==> src/rtl/fifo_wr_arbiter.sv <==
// Round-robin write arbiter feeding a single downstream FIFO.
// The winner keeps the FIFO for up to MAX_BURST consecutive beats.
module fifo_wr_arbiter #(
  parameter int NUM_REQ    = 4,
  parameter int DATA_WIDTH = 32,
  parameter int MAX_BURST  = 4
) (
  input  logic                          clk,
  input  logic                          reset_n,
  input  logic [NUM_REQ-1:0]            req_valid,
  input  logic [NUM_REQ*DATA_WIDTH-1:0] req_data,
  output logic [NUM_REQ-1:0]            req_ready,
  output logic                          fifo_wr_en,
  output logic [DATA_WIDTH-1:0]         fifo_wr_data,
  input  logic                          fifo_full,
  output logic [$clog2(NUM_REQ)-1:0]    grant_id,
  output logic                          locked
);

  localparam int IdxW = $clog2(NUM_REQ);
  localparam int CntW = $clog2(MAX_BURST) + 1;

  typedef enum logic [0:0] {StIdle, StBurst} state_e;

  state_e            state_q, state_d;
  logic [IdxW-1:0]   rr_ptr_q, rr_ptr_d;
  logic [IdxW-1:0]   owner_q, owner_d;
  logic [CntW-1:0]   beat_cnt_q, beat_cnt_d;

  logic              has_cand;
  logic [IdxW-1:0]   cand;
  logic              xfer;

  // (base + off) mod NUM_REQ, valid for base < NUM_REQ and off <= NUM_REQ.
  function automatic logic [IdxW-1:0] wrap_add(input logic [IdxW-1:0] base,
                                               input int unsigned off);
    int unsigned s;
    s = 32'(base) + off;
    if (s >= 32'(NUM_REQ)) s = s - 32'(NUM_REQ);
    return IdxW'(s);
  endfunction

  // Walk downward so the last hit is the one nearest rr_ptr.
  always_comb begin
    has_cand = 1'b0;
    cand     = '0;
    if (state_q == StIdle) begin
      for (int k = NUM_REQ - 1; k >= 0; k--) begin
        if (req_valid[wrap_add(rr_ptr_q, 32'(k))]) begin
          has_cand = 1'b1;
          cand     = wrap_add(rr_ptr_q, 32'(k));
        end
      end
    end else if (req_valid[owner_q]) begin
      has_cand = 1'b1;
      cand     = owner_q;
    end
    if (!reset_n) begin
      has_cand = 1'b0;
      cand     = '0;
    end
  end

  assign xfer = has_cand & ~fifo_full;

  always_comb begin
    fifo_wr_en   = xfer;
    req_ready    = '0;
    fifo_wr_data = '0;
    if (xfer) begin
      req_ready    = NUM_REQ'(1) << cand;
      fifo_wr_data = req_data[cand*DATA_WIDTH +: DATA_WIDTH];
    end
    grant_id = cand;
    locked   = (state_q == StBurst);
  end

  always_comb begin
    state_d    = state_q;
    rr_ptr_d   = rr_ptr_q;
    owner_d    = owner_q;
    beat_cnt_d = beat_cnt_q;
    unique case (state_q)
      StIdle: begin
        if (xfer) begin
          if (MAX_BURST == 1) begin
            rr_ptr_d = wrap_add(cand, 1);
          end else begin
            owner_d    = cand;
            beat_cnt_d = CntW'(1);
            state_d    = StBurst;
          end
        end
      end
      StBurst: begin
        // Owner dropping valid releases the lock even while the FIFO is full.
        if (!req_valid[owner_q]) begin
          rr_ptr_d = wrap_add(owner_q, 1);
          state_d  = StIdle;
        end else if (xfer) begin
          beat_cnt_d = beat_cnt_q + 1'b1;
          if (beat_cnt_d == CntW'(MAX_BURST)) begin
            rr_ptr_d = wrap_add(owner_q, 1);
            state_d  = StIdle;
          end
        end
      end
      default: state_d = StIdle;
    endcase
  end

  always_ff @(posedge clk or negedge reset_n) begin
    if (!reset_n) begin
      state_q    <= StIdle;
      rr_ptr_q   <= '0;
      owner_q    <= '0;
      beat_cnt_q <= '0;
    end else begin
      state_q    <= state_d;
      rr_ptr_q   <= rr_ptr_d;
      owner_q    <= owner_d;
      beat_cnt_q <= beat_cnt_d;
    end
  end

endmodule

==> config.mk <==
export PLATFORM = sky130hd
export DESIGN_NAME = fifo_wr_arbiter
export DESIGN_NICKNAME = d
export VERILOG_FILES = /design/src/rtl/fifo_wr_arbiter.sv
export SDC_FILE = /design/constraint.sdc
export NUM_CORES = 1
export LEC_CHECK = 0
export BUFFER_PORTS_ARGS = -buffer_cell sky130_fd_sc_hd__buf_2
export CORE_ASPECT_RATIO = 0.75
export CORE_MARGIN = 2
export CORE_UTILIZATION = 47
export CTS_BUF_LIST = sky130_fd_sc_hd__clkbuf_4 sky130_fd_sc_hd__clkbuf_8 sky130_fd_sc_hd__clkbuf_16
export DETAILED_ROUTE_END_ITERATION = 6
export GPL_TIMING_DRIVEN = 0
export PLACE_DENSITY = 0.95
export REMOVE_ABC_BUFFERS = 1
export SETUP_SLACK_MARGIN = 0.5
export SLEW_MARGIN = 20
export SYNTH_ARGS = -nofsm -noshare
export SYNTH_HDL_FRONTEND = slang
export SYNTH_SLANG_ARGS = --single-unit
==> constraint.sdc <==
create_clock -name clk -period 2.6 [get_ports clk]
set_input_delay 0.13 -clock clk [delete_from_list [all_inputs] [get_ports clk]]
set_output_delay 0.13 -clock clk [all_outputs]
set_load 0.03 [all_outputs]
# After elaboration in Yosys (flattened, before gate mapping)
# Index checks and enable logic that the tools add are counted.
[word_totals]
reg_bits = 8
latchBits = 0
ram_bits = 0
mem_bits_ro = 0
inputBits = 135
output_inout_bits = 40
memories = 0
[op_classes]
add_sub_neg = 10
multipliers = 0
div_mod_pow = 0
n_lt_le_gt_ge = 10
eq_ne = 6
n_shift = 2
mux = 47
bitwise_logic = 3
n_reduce_logical = 3
[op_table]
columns = ["operator", "count"]
rows = [
  ["indexed part select 128 x 8 -> 32 bit", 1],
  ["2-to-1 mux 2 bit", 19],
  ["2-to-1 mux 32 bit", 1],
  ["2-to-1 mux 1 bit", 16],
  ["< comparator 2 x 3 -> 1 bit, second input constant", 5],
  ["greater-or-equal comparator 3 bit, second input constant", 4],
  ["binary-select mux 1 bit (select 2 bit)", 5],
  ["subtractor 2 x 1 -> 2 bit, second input constant", 5],
  ["2-to-1 mux 3 bit", 3],
  ["adder 2 x 1 -> 3 bit, second input constant", 2],
  ["adder 2 x 2 -> 3 bit, second input constant", 2],
  ["!= test 2 bit, second input constant", 3],
  ["one-hot mux 3 bit (2 select lines)", 1],
  ["AND reduction 3 bit", 2],
  ["2-to-1 mux 4 bit", 1],
  ["!= test 2 x 1 -> 1 bit, second input constant", 2],
  ["<< shifter 1 x 2 -> 4 bit, first input constant", 1],
  ["adder 3 x 1 -> 3 bit, second input constant", 1],
  ["== test 3 bit, second input constant", 1],
  ["greater-or-equal comparator 2 x 3 -> 1 bit, second input constant", 1],
  ["NOT 1 bit", 2],
  ["one-hot mux 1 bit (2 select lines)", 1],
  ["AND reduction 2 bit", 1],
  ["AND 1 bit", 1],
]

# Depth between registers and ports, before layout
# Gate-level depths: netlist of the first run.
[depth]
depth_word = 16
mapped_depth = 8
ltp_nobuf = 6

# Worst setup path after synthesis of the first run
# Ideal clock, no wire load.
[synth_path]
path_kind = "register to output"
startpoint = "reg owner_q[1]"
endpoint = "out req_ready[0]"
arrival_ps = 2244
required_ps = 2470
path_slack_ps = 226
path_stages_with_launch = 7
cell_sequence = "dfrtp_1 mux2_2 and4_1 clkbuf_1 nor2_1 inv_1 nor3_1"
[synth_between]
elab_chain_len = 7
[synth_rtl]
columns = ["element", "line", "source"]
rows = [
  ["start, declared", "27", "logic [IdxW-1:0] owner_q, owner_d;"],
  ["start signal, assigned", "121", "owner_q <= owner_d;"],
  ["binary-select mux 1 bit (select 2 bit)", "54", "end else if (req_valid[owner_q]) begin"],
  ["2-to-1 mux 1 bit (not written as such)", "54", ""],
  ["2-to-1 mux 2 bit", "54", ""],
  ["2-to-1 mux 2 bit", "47", "if (state_q == StIdle) begin"],
  ["2-to-1 mux 2 bit", "58", "if (!reset_n) begin"],
  ["net grant_id[0]", "16", "output logic [$clog2(NUM_REQ)-1:0] grant_id,"],
  ["<< shifter 1 x 2 -> 4 bit", "71", "req_ready = NUM_REQ'(1) << cand;"],
  ["2-to-1 mux 4 bit", "70", "if (xfer) begin"],
  ["end, declared", "12", "output logic [NUM_REQ-1:0] req_ready,"],
]
# The timed path passes the listed nets, and every way through them passes these cells. The select of a mux whose other input is x is not followed.

# Worst setup path after layout of the first run
[layout_path]
startpoint = "reg rr_ptr_q[1]"
endpoint = "out fifo_wr_data[8]"
[layout_between]
elab_chain_len = 14
[layout_rtl]
columns = ["element", "line", "source"]
rows = [
  ["start, declared", "26", "logic [IdxW-1:0] rr_ptr_q, rr_ptr_d;"],
  ["start signal, assigned", "120", "rr_ptr_q <= rr_ptr_d;"],
  ["adder 2 x 2 -> 3 bit", "38", "s = 32'(base) + off;"],
  ["greater-or-equal comparator 3 bit / subtractor 2 x 1 -> 2 bit (equally long branches)", "39", "if (s >= 32'(NUM_REQ)) s = s - 32'(NUM_REQ);"],
  ["2-to-1 mux 2 bit", "39", ""],
  ["2-to-1 mux 2 bit", "47", ""],
  ["binary-select mux 1 bit (select 2 bit)", "49", "if (req_valid[wrap_add(rr_ptr_q, 32'(k))]) begin"],
  ["2-to-1 mux 1 bit (not written as such)", "49", ""],
  ["2-to-1 mux 2 bit / 2-to-1 mux 1 bit (equally long branches) (4 in series)", "49", ""],
  ["2-to-1 mux 2 bit / 2-to-1 mux 1 bit (equally long branches)", "47", ""],
  ["2-to-1 mux 2 bit / 2-to-1 mux 1 bit (equally long branches)", "58", ""],
  ["indexed part select 128 x 8 -> 32 bit / AND 1 bit (equally long branches)", "72, 64", ""],
  ["2-to-1 mux 32 bit (*)", "70", ""],
  ["end, declared", "14", "output logic [DATA_WIDTH-1:0] fifo_wr_data,"],
]
# Mark *: on every way between the ends. The rest lies on a longest branch, timed or not. The select of a mux whose other input is x is not followed.

==> flow_summary.yaml, run 1 <==
layout:
  antenna_cells: 0
  final_cells: 678
  syn2layout_area_growth_pct: 75.7
  nets: 742
  fin_util_pct: 86.9
  layout-drive-gt1-share_pct: 48.3
power_and_ir_drop:
  p_int_mw: 1.65
  switching_share_pct: 50.6
  clkPwrFrac_pct: 4.7
  p_leak_nw: 2.14
  max-vdd-ir-drop_mv: 0.454
  combPwrFrac_pct: 87.3
  seqPwrFrac_pct: 8.0
  powerDensity_nw_per_um2: 710
  power.switching_mw: 1.69
critical_path:
  worst-path-max-fanout: 5
  start_kind: "register"
  reg2regPathDepth: 6
  worstPathRequired_ns: 2.47
  end_kind: "output pin"
  critPathLaunch: "rr_ptr_q[1]"
  critPathKind: "register to output pin"
  reg2reg_from: "owner_q[1]"
  cp_data_arrival_time_ns: 2.21
status:
  status: "complete, but fails checks"
  violations: "hold timing"
placed_design:
  numPortBuffers: 174
  gp_congestion: 0.954
  place_inst: 614
  hpwlAfterDp_um: 7040
  dp_worst_setup_slack_ns: -0.417
logic_synthesis:
  yosysUniqueCellTypes: 38
  syn_area_per_cell_um2: 6.65
  synth_warnings: 0
  syn_area_um2: 2680
  ys_seq_elements: 8
  seq_area_frac_synth_pct: 7.48
  postSynthCellCount: 402
clocking:
  root_buffer: "clkbuf_8"
  clk_pin_slew_ns: 0.04
  clockBufferDepth: 2
  clkLatencyLatePin_ns: 0.24
  cts.sinks: 8
  htree_levels: 1
  tritoncts: "yes"
  cts_made_buffers: 3
die:
  core_area_um2: 5410
  die_x_um: 91.1
  start_util_pct: 49.4
  die_h_um: 69.3
  num_rows: 23
  die-area_um2: 6320
  io_pins: 175
detailed_routing:
  post-route-drc-count: 0
  routed_wl_um: 14300
  first_pass_iters: 6
  ant_nets: 0
  vias_per_cell: 6.78
  vias: 4598
  drt_first_iter_violations: 521
  wire_per_inst_um: 21.2
sta:
  setup_ws_ns: 0.256
  finalCritPeriodShare_pct: 90.1
  hold_slack_ns: -0.187
  tightest_slew_ns: 0.502
  drv_slew: 0
  rsz0062_at_grt: "true"
  hold_viol: 8
  fin_crit_ns: 2.34
  timing.fmax_mhz: 427
  setup_violations: 0
  finalClockSkew_ns: 0.00248
  slew_headroom_pct: 66.4
grt:
  grt_max_degree: 36
  grt_util_all_layers_pct: 38.5
  antenna_found_initial: 0
  grt_pass1_vias: 4103
  grt_pass1_wl_um: 20100
  overflow: 0
job:
  maxCapViolCount: 0
hold_path:
  hp-class: "primary input to async pin"
==> synth_stat cells <==
master / number / area, um2
nand2_1: 133 / 499
o211ai_1: 128 / 961
buf_2: 22 / 110
a22o_1: 21 / 184
a22o_2: 12 / 120
clkbuf_1: 10 / 37.5
buf_6: 8 / 90.1
dfrtp_1: 8 / 200
buf_4: 7 / 52.6
inv_1: 6 / 22.5
nor3_1: 5 / 25.0
mux2i_1: 4 / 40.0
nand3_1: 3 / 15.0
nor2b_1: 3 / 18.8
o21ai_0: 3 / 15.0
a221oi_1: 2 / 17.5
ha_1: 2 / 25.0
mux2_2: 2 / 22.5
nor2_1: 2 / 7.51
nor2_4: 2 / 22.5
o21a_1: 2 / 15.0
and2b_2: 1 / 8.76
and3_1: 1 / 6.26
and4_1: 1 / 8.76
buf_1: 1 / 3.75
clkbuf_8: 1 / 13.8
inv_2: 1 / 3.75
mux4_2: 1 / 22.5
nand4_2: 1 / 12.5
nor2_2: 1 / 6.26
o21ai_1: 1 / 5.00
o21bai_4: 1 / 18.8
o31ai_1: 1 / 7.51
o32a_4: 1 / 22.5
or2b_2: 1 / 8.76
or4_1: 1 / 7.51
xnor2_1: 1 / 8.76
xor2_1: 1 / 8.76
==> through the flow <==
stage	setup TNS [ns]	total power [mW]	area (um2)
2_1_floorplan	-129.60	1.41	2370
3_3_place_gp	-206.88	1.66	3330
3_5_place_dp	-10.95	2.09	3560
4_1_cts	0	2.82	4350
5_1_grt	0	3.46	4700
6_report	0	3.34	4700
==> cell type report <==
class                   instances  area [um2]
multi-input cells             343        2330
repair buffers                242        2010
fillers                       309         709
flip-flops and latches          8         204
well taps                      75        93.8
clock buffers                   3        41.3
inverters                       7        28.8
==> worst paths after layout <==
kind	to	slack, ns
worst min-delay path	rr_ptr_q[0]	-0.19
worst max-delay path	fifo_wr_data[8]	0.26
max in group asynchronous	owner_q[1]	2.49
worst max register to register	beat_cnt_q[2]	0.71
min in group clk	owner_q[1]	0.40
worst min register to register	beat_cnt_q[2]	0.53
==> timing repair <==
item	4_1_cts	5_1_grt
cloned	9	5
gates resized for setup	76	39
hold endpoints to repair	8	8
setup buffers	38	9
pin swaps	16	29
setup endpoints to repair	38	36
==> critical path, stage by stage, from the launching register on <==
cell	delay (ns)
dfrtp_1	0.41
nand2_1	0.16
a221oi_4	0.36
o32a_4	0.27
inv_4	0.07
nor2_4	0.22
buf_12	0.16
a22o_1	0.12
buf_2	0.19
==> power by group through the flow <==
stage	sequential (mW)	clock, mW	combinational (mW)
after floorplan	0.245	0	1.16
after global placement	0.234	0	1.43
after detailed placement	0.257	0	1.83
after CTS	0.255	0.152	2.41
after global routing	0.271	0.162	3.02
final	0.266	0.157	2.91
==> layout by cell type, fill, tap and decap left out, types with 3 or more instances in the layout <==
cell,n
a22o_2,10
clkbuf_8,3
dfrtp_2,3
a22o_1,21
mux2i_1,4
inv_1,3
buf_4,35
inv_2,3
buf_6,45
dfrtp_1,5
o21ai_0,3
o211ai_1,128
buf_2,139
clkbuf_16,6
buf_12,11
nor2_4,6
buf_16,5
nand3_1,3
nand2_1,133
==> flip-flops by register name (all words and copies together) (netlist names) <==
name	cells
rr_ptr_q	2
owner_q	2
beat_cnt_q	3
locked	1
==> metal layers <==
layer	wire [um]	vias to the layer above	track usage (%)
li1	-	1947	-
met5	0	-	0
met2	6480	466	63.4
met3	1760	122	7.61
met1	5110	2063	47.3
met4	997	0	20.5
==> kinds of logic (layout without fill, tap and decap cells) <==
family | after synthesis | in the layout | synth area share (%)
flops | 8 | 8 | 7.48
simple gates | 155 | 159 | 24.2
mux | 7 | 7 | 3.18
buf+inv | 56 | 252 | 12.5
xor+xnor | 2 | 2 | 0.655
compound gates | 172 | 173 | 51.1
fa+ha+maj | 2 | 2 | 0.935
Note: power is estimated with default switching activity, not from simulation.
==> inputs of run 2 (changes only) <==
--- a/config.mk
+++ b/config.mk
@@ -5,6 +5,7 @@
 export SDC_FILE = /design/constraint.sdc
 export NUM_CORES = 1
 export LEC_CHECK = 0
+export ABC_CLOCK_PERIOD_IN_PS = 2600
 export BUFFER_PORTS_ARGS = -buffer_cell sky130_fd_sc_hd__buf_2
 export CORE_ASPECT_RATIO = 0.75
 export CORE_MARGIN = 2
@@ -12,10 +13,9 @@
 export CTS_BUF_LIST = sky130_fd_sc_hd__clkbuf_4 sky130_fd_sc_hd__clkbuf_8 sky130_fd_sc_hd__clkbuf_16
 export DETAILED_ROUTE_END_ITERATION = 6
 export GPL_TIMING_DRIVEN = 0
-export PLACE_DENSITY = 0.95
+export PLACE_DENSITY = 0.88
 export REMOVE_ABC_BUFFERS = 1
 export SETUP_SLACK_MARGIN = 0.5
-export SLEW_MARGIN = 20
 export SYNTH_ARGS = -nofsm -noshare
 export SYNTH_HDL_FRONTEND = slang
 export SYNTH_SLANG_ARGS = --single-unit
==> run 2 against run 1 <==
Against the previous run: the flow now finishes without violations; clock power is 3% higher; global-route usage is 9.0 points higher; worst hold slack better by 0.62 ns; sequential power is 4% lower; power is 5.0% higher; clock skew hardly changed; non-clock buffer count is 9 lower; via count is 5.4% higher; register-to-register slack worse by 0.08 ns; cell count is 0.88% lower; combinational power is 6% higher; critical path depth is 2 higher; highest routed layer unchanged.
==> flow_summary.yaml, run 2 (synthesized netlist as in run 1, its figures left out) <==
status:
  status: "completed"
sta:
  hold_slack_ns: 0.437
  tns_ns: 0
  finalCritPeriodShare_pct: 91.0
  finalClockSkew_ns: 0.00250
  setup_violations: 0
  hold_viol: 0
  tightest_slew_ns: 0.617
  drv_slew: 0
  fin_crit_ns: 2.37
  setup_ws_ns: 0.234
  slew_headroom_pct: 58.7
  rsz0062_at_grt: "true"
  timing.fmax_mhz: 423
clocking:
  clkLatencyLatePin_ns: 0.24
  cts.sinks: 8
  htree_levels: 1
  tritoncts: "yes"
  cts_made_buffers: 3
  clk_pin_slew_ns: 0.04
  root_buffer: "clkbuf_8"
  clockBufferDepth: 2
detailed_routing:
  vias: 4844
  ant_nets: 0
  routed.top_layer: "met4"
  met3WireLength_um: 2600
  drt_first_iter_violations: 698
  wl_met2_um: 6920
  routed_wl_um: 16600
  vias_per_cell: 7.21
  post-route-drc-count: 0
  wire_per_inst_um: 24.6
  wl_met1_um: 5510
  first_pass_iters: 7
layout:
  layout-drive-gt1-share_pct: 47.4
  multi_input_area_um2: 2370
  fin_area_um2: 4700
  fin_util_pct: 86.9
  top_register: "beat_cnt_q"
  nets: 736
  fillerInstances: 299
  layout_common_cells: "buf_2, nand2_1, o211ai_1, buf_6, buf_4"
  final_common_cell: "buf_2"
  antenna_cells: 0
  final_cells: 672
  seqCellArea_um2: 204
  syn2layout_area_growth_pct: 75.7
  largest_register_ffs: 3
  reg_top3: "beat_cnt_q: 3 flops, owner_q: 2 flops, rr_ptr_q: 2 flops"
critical_path:
  critPathKind: "register to output pin"
  reg2reg_from: "owner_q[1]"
  worst-path-max-fanout: 6
  reg2reg_slack_ns: 0.63
  cp_data_arrival_time_ns: 2.24
  critPathLaunch: "rr_ptr_q[1]"
  r2r-end: "beat_cnt_q[2]"
  start_kind: "register"
  reg2regPathDepth: 6
  worstPathRequired_ns: 2.47
  end_kind: "output pin"
hold_path:
  hp-class: "primary input to register"
  hold_end: "owner_q[1]"
  hold_start: "req_valid[1]"
  min_delay_path_depth: 3
placed_design:
  hpwlAfterDp_um: 6920
  place_inst: 611
  dp_worst_setup_slack_ns: -0.487
  placed_area_um2: 3520
  numPortBuffers: 174
  gp_congestion: 0.881
die:
  io_pins: 175
  start_util_pct: 49.4
  num_rows: 23
  die-area_um2: 6320
  core_area_um2: 5410
  die_h_um: 69.3
  die_x_um: 91.1
grt:
  grt_pass1_wl_um: 24200
  antenna_found_initial: 0
  overflow: 0
  grt_pass1_vias: 4588
  grt_util_all_layers_pct: 47.5
  grt_max_degree: 40
job:
  maxCapViolCount: 0
power_and_ir_drop:
  powerDensity_nw_per_um2: 745
  max-vdd-ir-drop_mv: 0.456
  p_total_mw: 3.50
  p_leak_nw: 2.11
run 2: worst max-delay path by stage:
stage | end | slack, ns | cells after the start
finish | fifo_wr_data[7] | 0.23 | 10
global route | fifo_wr_data[26] | 0.19 | 7
CTS | fifo_wr_data[7] | 0.35 | 9
detailed placement | fifo_wr_data[25] | -0.49 | 8
global placement | fifo_wr_data[31] | -5.88 | 6
floorplan | req_ready[1] | -3.76 | 5
run 2: per-layer routing:
metal,global-route usage (%),up-vias
li1,-,1953
met1,56.7,2122
met2,75.2,583
met3,12.6,186
met4,30.8,0
met5,0,-
run 2: power by group:
group          internal, mW  total, mW  switching [mW]
clock                 0.101      0.161          0.0601
combinational          1.41       3.09            1.68
sequential            0.181      0.256          0.0748
run 2: critical path, cell delays in order (launching register included):
cell	delay, ns
dfrtp_1	0.43
inv_2	0.09
a221oi_4	0.24
buf_6	0.16
buf_16	0.10
o21a_4	0.18
buf_6	0.13
buf_12	0.12
o211ai_1	0.12
a22o_2	0.27
buf_6	0.14
run 2: timing repair:
item | in CTS | in global routing
pin swaps | 20 | 32
buffers inserted | 39 | 1
cloned | 16 | 1
setup endpoints to repair | 38 | 37
resized for setup | 97 | 11
hold buffers | 1 | 0
endpoints found under the hold margin | 8 | 0
run 2: layout make-up:
cell class	instances	area share [%]
sequential	8	4.34
multi-input combinational	346	50.4
timing repair buffer	233	41.8
inverter	7	0.612
tap	75	2.00
clock buffer	3	0.878
==> inputs of run 3 (changes only) <==
--- a/config.mk
+++ b/config.mk
@@ -9,11 +9,11 @@
 export BUFFER_PORTS_ARGS = -buffer_cell sky130_fd_sc_hd__buf_2
 export CORE_ASPECT_RATIO = 0.75
 export CORE_MARGIN = 2
-export CORE_UTILIZATION = 47
+export CORE_UTILIZATION = 45
 export CTS_BUF_LIST = sky130_fd_sc_hd__clkbuf_4 sky130_fd_sc_hd__clkbuf_8 sky130_fd_sc_hd__clkbuf_16
 export DETAILED_ROUTE_END_ITERATION = 6
 export GPL_TIMING_DRIVEN = 0
-export PLACE_DENSITY = 0.88
+export PLACE_DENSITY = 0.85
 export REMOVE_ABC_BUFFERS = 1
 export SETUP_SLACK_MARGIN = 0.5
 export SYNTH_ARGS = -nofsm -noshare
==> run 3 against run 2 <==
Against the previous run: routed wire length down 15%; die area is 4.2% higher; cell count is 0.89% lower; clock power is 3% higher; global-route usage decreased by 9.3 points; final area is 3.3% lower; sequential power increased by 2%; register-to-register slack better by 0.22 ns; critical endpoint is now fifo_wr_data[13]; largest cell class unchanged; largest power group unchanged.
==> flow_summary.yaml, run 3 (synthesized netlist as in run 1, its figures left out) <==
critical_path:
  reg2regPathDepth: 5
  r2r-end: "beat_cnt_q[2]"
  start_kind: "register"
  worst_path_max_delay_cell: "dfrtp_2"
  path_delay_family: "compound AO/OA/AOI/OAI gates"
  crit_buf_inv: 3
  cp_data_arrival_time_ns: 2.18
  reg2reg_slack_ns: 0.85
  end_kind: "output pin"
  worstPathCellList: "or2b_4 -> nor2_4 -> buf_12 -> o21a_4 -> buf_8 -> o211ai_1 -> a22o_2 -> buf_6"
  cp_slowest_stage_delay_ns: 0.41
  worstPathRequired_ns: 2.47
  critPathKind: "register to output pin"
  reg2reg_from: "owner_q[1]"
  worst-path-max-fanout: 10
grt:
  antenna_found_initial: 0
  grt_max_degree: 39
  grt_util_all_layers_pct: 38.2
  grt_pass1_vias: 4289
  grt_pass1_wl_um: 20500
  overflow: 0
sta:
  fin_crit_ns: 2.31
  tightest_slew_ns: 0.545
  setup_ws_ns: 0.286
  slew_headroom_pct: 63.7
  finalCritPeriodShare_pct: 89.0
  setup_violations: 0
  timing.fmax_mhz: 432
  hold_viol: 0
  hold_slack_ns: 0.411
  drv_slew: 0
  rsz0062_at_grt: "true"
  finalClockSkew_ns: 0.00415
layout:
  fillerInstances: 397
  reg_top3: "beat_cnt_q: 3 flops, owner_q: 2 flops, rr_ptr_q: 2 flops"
  top_register: "beat_cnt_q"
  largest_register_ffs: 3
  antenna_cells: 0
  nets: 727
  final_common_cell: "buf_2"
  layout_common_cells: "buf_2, nand2_1, o211ai_1, buf_6, buf_4"
  fin_util_pct: 78.8
  syn2layout_area_growth_pct: 69.9
  layout-drive-gt1-share_pct: 47.1
  fin_area_um2: 4540
die:
  num_rows: 24
  die_h_um: 70.8
  die-area_um2: 6580
  die_x_um: 93.0
  start_util_pct: 46.4
  io_pins: 175
  core_area_um2: 5770
clocking:
  clockBufferDepth: 2
  root_buffer: "clkbuf_8"
  cts.sinks: 8
  tritoncts: "yes"
  htree_levels: 1
  cts_made_buffers: 3
  clkLatencyLatePin_ns: 0.24
  clk_pin_slew_ns: 0.05
hold_path:
  hold_start: "req_valid[1]"
  hp-class: "primary input to register"
  hold_end: "owner_q[1]"
  min_delay_path_depth: 3
detailed_routing:
  vias_per_cell: 6.69
  vias: 4458
  routed_wl_um: 14000
  first_pass_iters: 7
  wire_per_inst_um: 21.0
  post-route-drc-count: 0
  drt_first_iter_violations: 516
  ant_nets: 0
placed_design:
  gp_congestion: 0.901
  placed_area_um2: 3510
  numPortBuffers: 174
  hpwlAfterDp_um: 6690
  dp_worst_setup_slack_ns: -0.557
power_and_ir_drop:
  p_int_mw: 1.44
  clkPwrFrac_pct: 5.3
  power.switching_mw: 1.67
  seqPwrFrac_pct: 8.4
  combPwrFrac_pct: 86.3
  switching_share_pct: 53.7
  max-vdd-ir-drop_mv: 0.488
  p_leak_nw: 2.02
  powerDensity_nw_per_um2: 686
status:
  status: "completed"
job:
  maxCapViolCount: 0
## run 3: cell count changes in the layout (fill, tap and decap cells not counted), sizes merged
cell    delta
clkbuf     +3
a221oi     +1
bufbuf     -3
buf       -10
## run 3: power groups by stage
stage | combinational (mW) | clock, mW | sequential, mW
finish | 2.69 | 0.166 | 0.262
detailed placement | 1.80 | 0 | 0.252
global route | 2.80 | 0.169 | 0.269
floorplan | 1.16 | 0 | 0.245
CTS | 2.42 | 0.152 | 0.244
global placement | 1.43 | 0 | 0.234
## run 3: what timing repair did
action                     4_1_cts  5_1_grt
setup endpoints to repair       38       37
hold buffers                     1        0
gates cloned                    11        4
hold endpoints to repair         8        0
pin swaps                       10        5
setup buffers                   29        4
resized for setup               95       20
## run 3: worst max path at each step
| stage | endpoint | from | cells after the start |
|---|---|---|---|
| 6_report | fifo_wr_data[13] | locked | 8 |
| 5_1_grt | fifo_wr_data[6] | rr_ptr_q[0] | 8 |
| 4_1_cts | fifo_wr_data[11] | owner_q[1] | 7 |
| 3_5_place_dp | fifo_wr_data[31] | locked | 8 |
| 3_3_place_gp | fifo_wr_data[18] | req_valid[2] | 6 |
| 2_1_floorplan | req_ready[1] | rr_ptr_q[0] | 5 |
## run 3: layer usage
| layer | share of wire (%) | vias to the layer above | track usage [%] |
|---|---|---|---|
| met2 | 47 | 389 | 63.5 |
| li1 | - | 1938 | - |
| met3 | 12 | 64 | 6.71 |
| met4 | 4.2 | 0 | 19.3 |
| met1 | 37 | 2067 | 47.9 |
| met5 | 0 | - | 0 |
## run 3: through the flow
stage,power (mW),cells,TNS [ns]
after detailed placement,2.06,614,-15.00
final,3.12,666,0
after CTS,2.82,658,0
after global routing,3.24,666,0
after floorplan,1.41,353,-129.60
after global placement,1.66,605,-219.35
## run 3: layout make-up
class / count / area (um2) / share of cell area, %
multi-input cells: 347 / 2440 / 53.7
clock buffers: 3 / 41.3 / 0.909
repair buffers: 223 / 1730 / 38.1
inverters: 7 / 28.8 / 0.633
well taps: 78 / 97.6 / 2.15
flip-flops and latches: 8 / 205 / 4.52
## run 3: worst min-delay path, delay by kind of cell
family                 cells  cell delay, ns
AOI/OAI and AO/OA          2            0.31
buffers and inverters      1            0.15
